**config.mk**
```make
export PLATFORM = sky130hd
export DESIGN_NAME = onctl_latch_multi
export DESIGN_NICKNAME = d
export VERILOG_FILES = /design/src/rtl/onctl_latch_multi.sv
export SDC_FILE = /design/constraint.sdc
export NUM_CORES = 1
export LEC_CHECK = 0
export BUFFER_PORTS_ARGS = -buffer_cell sky130_fd_sc_hd__buf_2
export CORE_ASPECT_RATIO = 0.6
export CORE_UTILIZATION = 25
export DETAILED_ROUTE_END_ITERATION = 16
export SLEW_MARGIN = 15
export SYNTH_ARGS = -nofsm -noshare
export SYNTH_HDL_FRONTEND = slang
export SYNTH_SLANG_ARGS = --single-unit
```
**constraint.sdc**
```tcl
create_clock -name iClk -period 2.1 [get_ports iClk]
set_clock_uncertainty 0.2 [all_clocks]
set_input_delay 0 -clock iClk [delete_from_list [all_inputs] [get_ports iClk]]
set_output_delay 0 -clock iClk [all_outputs]
set_load 0.01 [all_outputs]
```
**src/rtl/onctl_latch_multi.sv**
```systemverilog
// Multi-channel ONCTL_N override latch. A debounced power-button press that lines up with an
// ONCTL_N rising edge holds ONCTL_N low until SLP_S3_N asserts or the watchdog expires.
module onctl_latch_multi #(
    parameter int unsigned NUM_CH    = 2,
    parameter int unsigned CNT_W     = 32,
    parameter int unsigned T_TIMEOUT = 40000000,
    parameter int unsigned DEB_CYC   = 4,
    parameter int unsigned REL_S3    = 1
) (
    input  logic                iClk,
    input  logic                iRst,
    input  logic [NUM_CH-1:0]   iOnctl_n,
    input  logic [NUM_CH-1:0]   iSlps3_n,
    input  logic [NUM_CH-1:0]   iPwrbtn_n,
    input  logic [NUM_CH-1:0]   iClrTimeout,
    output logic [NUM_CH-1:0]   oOnctl_n_latch,
    output logic [NUM_CH-1:0]   oLatchActive,
    output logic [NUM_CH-1:0]   oTimeoutSticky,
    output logic [2*NUM_CH-1:0] oDbgState
);

    localparam int unsigned         DEB_W    = (DEB_CYC > 1) ? $clog2(DEB_CYC) : 1;
    localparam logic [DEB_W-1:0]    DEB_LAST = DEB_W'(DEB_CYC - 1);
    localparam logic [CNT_W-1:0]    WDOG_LIM = CNT_W'(T_TIMEOUT);

    typedef enum logic [1:0] {
        ST_IDLE    = 2'd0,
        ST_LATCHED = 2'd1,
        ST_REARM   = 2'd2
    } state_t;

    for (genvar ch = 0; ch < NUM_CH; ch++) begin : g_ch
        logic             onctl_ff;
        logic             pwrbtn_deb;
        logic [DEB_W-1:0] deb_cnt;
        logic [CNT_W-1:0] wdog;
        logic             latch_q;
        logic             sticky_q;
        logic             trigger;
        logic             rel_s3;
        logic             rel_wdog;
        state_t           state;

        // Trigger compares the already-registered output with the live input: that is the rising edge
        // of ONCTL_N as the sequencer sees it.
        always_comb begin
            trigger  = ~latch_q & iOnctl_n[ch] & ~pwrbtn_deb;
            rel_s3   = (REL_S3 != 0) && !iSlps3_n[ch];
            rel_wdog = (wdog == WDOG_LIM);
        end

        always_ff @(posedge iClk) begin
            if (iRst) begin
                onctl_ff <= 1'b1;
            end else begin
                onctl_ff <= iOnctl_n[ch];
            end
        end

        // The filtered button only moves once the raw level has disagreed for DEB_CYC straight cycles.
        always_ff @(posedge iClk) begin
            if (iRst) begin
                pwrbtn_deb <= 1'b1;
                deb_cnt    <= '0;
            end else if (iPwrbtn_n[ch] == pwrbtn_deb) begin
                deb_cnt    <= '0;
            end else if (deb_cnt == DEB_LAST) begin
                pwrbtn_deb <= iPwrbtn_n[ch];
                deb_cnt    <= '0;
            end else begin
                deb_cnt    <= deb_cnt + 1'b1;
            end
        end

        always_ff @(posedge iClk) begin
            if (iRst) begin
                state    <= ST_IDLE;
                latch_q  <= 1'b1;
                wdog     <= '0;
                sticky_q <= 1'b0;
            end else begin
                // A watchdog set further down overrides this clear.
                if (iClrTimeout[ch]) begin
                    sticky_q <= 1'b0;
                end
                case (state)
                    ST_IDLE: begin
                        if (trigger) begin
                            state   <= ST_LATCHED;
                            latch_q <= 1'b0;
                            wdog    <= '0;
                        end else begin
                            latch_q <= onctl_ff;
                        end
                    end
                    ST_LATCHED: begin
                        if (rel_s3) begin
                            state   <= ST_REARM;
                            wdog    <= '0;
                            latch_q <= onctl_ff;
                        end else if (rel_wdog) begin
                            state    <= ST_REARM;
                            wdog     <= '0;
                            latch_q  <= onctl_ff;
                            sticky_q <= 1'b1;
                        end else begin
                            latch_q <= 1'b0;
                            wdog    <= wdog + 1'b1;
                        end
                    end
                    ST_REARM: begin
                        // Wait for the button to be let go so a held button cannot re-latch at once.
                        latch_q <= onctl_ff;
                        if (pwrbtn_deb) begin
                            state <= ST_IDLE;
                        end
                    end
                    default: begin
                        state   <= ST_IDLE;
                        latch_q <= 1'b1;
                        wdog    <= '0;
                    end
                endcase
            end
        end

        assign oOnctl_n_latch[ch]     = latch_q;
        assign oTimeoutSticky[ch]     = sticky_q;
        assign oLatchActive[ch]       = (state == ST_LATCHED);
        assign oDbgState[2*ch +: 2]   = state;
    end

endmodule

```
==> insert_results.sql <==
INSERT INTO impl_metrics (metric_group, metric, value, unit) VALUES
('cts', 'clk_transition_reported_paths', '60', 'ps'),
('critical_path', 'cp-end-kind', 'flip-flop', ''),
('global_route', 'largest_net_degree_at_the_start_of_global_routing', '33', ''),
('yosys', 'seq_area_frac_synth', '42.38', '%'),
('layout', 'num-fill-cells', '1503', ''),
('timing', 'final_period_minus_worst_setup_slack', '1986', 'ps'),
('layout', 'finalNetCount', '503', ''),
('power', 'power.internal', '2.443', 'mW'),
('floorplan', 'placeableCoreArea', '14630', 'um2'),
('yosys', 'postSynth.asyncResetShare', '0', '%'),
('floorplan', 'num_io_pins', '20', ''),
('yosys', 'synth-edff-count', '0', ''),
('layout', 'layout-drive-gt1-share', '18.29', '%'),
('floorplan', 'die_area', '15630', 'um2'),
('routing', 'avgViaCountPerCell', '4.733', ''),
('power', 'p_seq_share', '48.9', '%'),
('global_route', 'first_global_vias', '3058', ''),
('yosys', 'synth.avg_cell_area', '8.727', 'um2'),
('worst_hold_path', 'timing.hold.worst.start', 'g_ch[1].deb_cnt[0]', ''),
('yosys', 'synth-warning-count', '0', ''),
('power', 'power.net_switching', '0.6872', 'mW'),
('floorplan', 'initial_core_util', '25.82', '%'),
('job', 'max_cap_viol_count', '0', ''),
('cts', 'tritoncts.num_buffers', '9', ''),
('cts', 'clk-insertion-delay-late', '340', 'ps'),
('cts', 'cts_tree', 'yes', ''),
('floorplan', 'std_cell_rows', '34', ''),
('layout', 'antennaDiodeCount', '0', ''),
('yosys', 'synth-main-ff-cell', 'sky130_fd_sc_hd__dfxtp_1', ''),
('power', 'leakage_power_summed_over_all_cells', '1.752', 'nW'),
('timing', 'grt_setup_unrepaired', 'true', ''),
('power', 'pnr_total_power', '3.130', 'mW'),
('global_route', 'first_pass_grt_wire_length', '15.04', 'mm'),
('global_route', 'global_route.overflow_total', '0', ''),
('timing', 'final_count_of_hold_timing_violations', '0', ''),
('global_route', 'global_route_usage_over_all_layers', '11.87', '%'),
('timing', 'max_slew_margin', '66.44', '%'),
('timing', 'worstMarginPinSlew', '499.6', 'ps'),
('critical_path', 'timing.critical_path.from_type', 'flip-flop', ''),
('power', 'power_switching_share', '21.96', '%'),
('worst_hold_path', 'worstHoldPathType', 'reg2reg', ''),
('yosys', 'synth_cell_types', '50', ''),
('layout', 'most_frequent_standard_cell_in_the_layout_excluding_fill_and_tap_cells', 'sky130_fd_sc_hd__dfxtp_1', ''),
('place', 'placed_area', '4277', 'um2'),
('layout', 'synthToLayoutAreaGrowth', '27.19', '%'),
('floorplan', 'chipHeight', '97.23', 'um'),
('yosys', 'post_synth_instance_area', '3779', 'um2'),
('place', 'hpwlAfterDp', '6.289', 'mm'),
('timing', 'fmaxAchievable', '503.5', 'MHz'),
('routing', 'detailedRoute.firstPassIterationCount', '5', ''),
('layout', 'finalInstanceArea', '4806', 'um2'),
('critical_path', 'worstReg2RegStart', 'g_ch[0].pwrbtn_deb', ''),
('timing', 'timing_max_transition_violations_final', '0', ''),
('cts', 'h-tree-depth', '3', ''),
('power', 'power.clock.fraction', '47.9', '%'),
('routing', 'final_antenna_violating_net_count', '0', ''),
('cts', 'clock_sinks', '80', ''),
('cts', 'cts-root-to-sink-buffers', '2', ''),
('layout', 'layout.cells.most_common_list', '77 x sky130_fd_sc_hd__dfxtp_1, 72 x sky130_fd_sc_hd__nor2_1, 49 x sky130_fd_sc_hd__xor2_1', ''),
('status', 'outcome', 'finished, final reports clean', ''),
('routing', 'detailed_route_via_count', '3266', ''),
('routing', 'post-route-drc-count', '0', ''),
('routing', 'initialDrtViolationCount', '252', ''),
('critical_path', 'critical_path.startpoint', 'g_ch[0].pwrbtn_deb', ''),
('power', 'worst_ir_drop_vdd', '0.4058', 'mV'),
('routing', 'wl_per_cell', '13.09', 'um'),
('timing', 'fin_crit_sh', '94.57', '%'),
('routing', 'route.final.wire_length', '9.029', 'mm'),
('yosys', 'synth_cells', '433', ''),
('cts', 'cts.root.buffer_cell', 'sky130_fd_sc_hd__clkbuf_16', ''),
('critical_path', 'critPathRequiredTime', '2170', 'ps'),
('global_route', 'grt_antenna_before_repair', '0', ''),
('timing', 'setup_viol', '0', ''),
('critical_path', 'worstPathMaxFanout', '10', ''),
('place', 'place_congestion', '0.7798', ''),
('yosys', 'synth_seq_cells', '80', ''),
('power', 'p_comb_share', '3.2', '%'),
('critical_path', 'critical_path_class', 'reg2reg', ''),
('power', 'power_density_cells', '651.3', 'nW/um2'),
('place', 'buffer_ports.inserted', '19', ''),
('yosys', 'synth_nets', '449', ''),
('floorplan', 'die_width', '160.7', 'um'),
('critical_path', 'cp_data_arrival_time', '2050', 'ps');
## power groups by stage
stage	Combinational (mW)	Sequential (mW)	Clock [mW]
3_3_place_gp	0.0723	1.56	0
4_1_cts	0.0914	1.53	1.54
3_5_place_dp	0.0740	1.57	0
6_report	0.0990	1.53	1.50
5_1_grt	0.108	1.53	1.59
2_1_floorplan	0.0397	1.56	0
## stage by stage
| stage | cells | utilization, % | worst slack [ps] | hold slack (ps) | setup TNS [ps] |
|---|---|---|---|---|---|
| after floorplan | 433 | - | 120.7 | -128.4 | 0 |
| after global placement | 657 | 29.22 | -28.62 | 10.92 | -274.0 |
| after detailed placement | 657 | 29.22 | -4.288 | 13.33 | -7.126 |
| after CTS | 686 | 32.09 | 1.409 | 223.9 | 0 |
| final | 690 | 32.84 | 114.0 | 226.2 | 0 |
| after global routing | 690 | 32.84 | -13.14 | 258.5 | -20.31 |
## area by class of cell
cell class | instances | area [um2] | share of cell area [%]
multi-input cells | 323 | 2076 | 43.19
inverters | 10 | 37.54 | 0.7810
clock buffers | 12 | 256.5 | 5.337
repair buffers | 63 | 554.3 | 11.53
well taps | 198 | 247.7 | 5.155
clock inverters | 4 | 28.78 | 0.5988
flip-flops and latches | 80 | 1605 | 33.40
## what timing repair did
action	CTS	global route
hold buffers	13	0
pin swaps	0	7
hold endpoints to repair	17	0
cloned	0	1
endpoints found under the setup margin	34	66
resized for setup	2	18
setup buffers	0	3
## synthesized netlist by cell type, drive strengths merged (2+ instances only)
library cell	instances	area [um2]
nand3	26	142.6
a21o	3	22.52
nor2b	5	31.28
nand4b	2	17.52
xnor2	7	61.31
nor4b	4	50.05
nor4	11	75.07
and3	8	50.05
and4	5	43.79
inv	10	37.54
nand4	29	181.4
a211o	2	17.52
xor2	49	429.2
o21ai	9	45.04
buf	15	103.8
nor3b	3	22.52
dfxtp	80	1602
or4b	2	23.77
nor3	5	25.02
ha	6	75.07
nand2	27	101.4
clkbuf	5	18.77
a21oi	17	92.59
or3	9	56.30
nor2	72	270.3
or2	4	25.02
nor4bb	3	30.03
## worst max-delay path, stage by stage, from the launching register on
cell and delay, ps:
sky130_fd_sc_hd__dfxtp_1 330, sky130_fd_sc_hd__nor4b_4 290, sky130_fd_sc_hd__o2111a_2 290, sky130_fd_sc_hd__nand3_4 150, sky130_fd_sc_hd__or4_1 500, sky130_fd_sc_hd__a21oi_1 150
## kinds of logic (layout without fill, tap and decap cells)
| family | after synthesis | count (layout) | synth area share [%] |
|---|---|---|---|
| and+or+nand+nor | 220 | 220 | 31.46 |
| DFF | 80 | 80 | 42.38 |
| xor gates and xnor gates | 56 | 56 | 12.98 |
| AOI/OAI and AO/OA | 41 | 41 | 6.954 |
| buffers and inverters | 30 | 89 | 4.238 |
| adders and majority gates | 6 | 6 | 1.987 |
## state kept, by name, summed over array words and instances (netlist names)
name / cells
g_ch.latch_q: 2
g_ch.deb_cnt: 4
g_ch.sticky_q: 2
g_ch.onctl_ff: 2
g_ch.state: 4
g_ch.wdog: 64
g_ch.pwrbtn_deb: 2
## routing by layer
layer  up-vias  global-route usage (%)  part of all wire [%]
li1       1624                       -                     -
met1      1548                   17.38                    53
met2        82                   16.88                    41
met3        12                   2.219                   4.5
met4         0                   4.717                   1.5
met5         -                       0                     0
## worst paths after layout
check / endpoint / slack [ps] / cells after the start
setup reg to reg: g_ch[0].wdog[29] / 110 / 5
hold / removal: g_ch[1].deb_cnt[0] / 230 / 1
setup / recovery: g_ch[0].wdog[29] / 110 / 5
hold reg to reg: g_ch[1].deb_cnt[0] / 230 / 1
(Power assumes the default switching activity.)
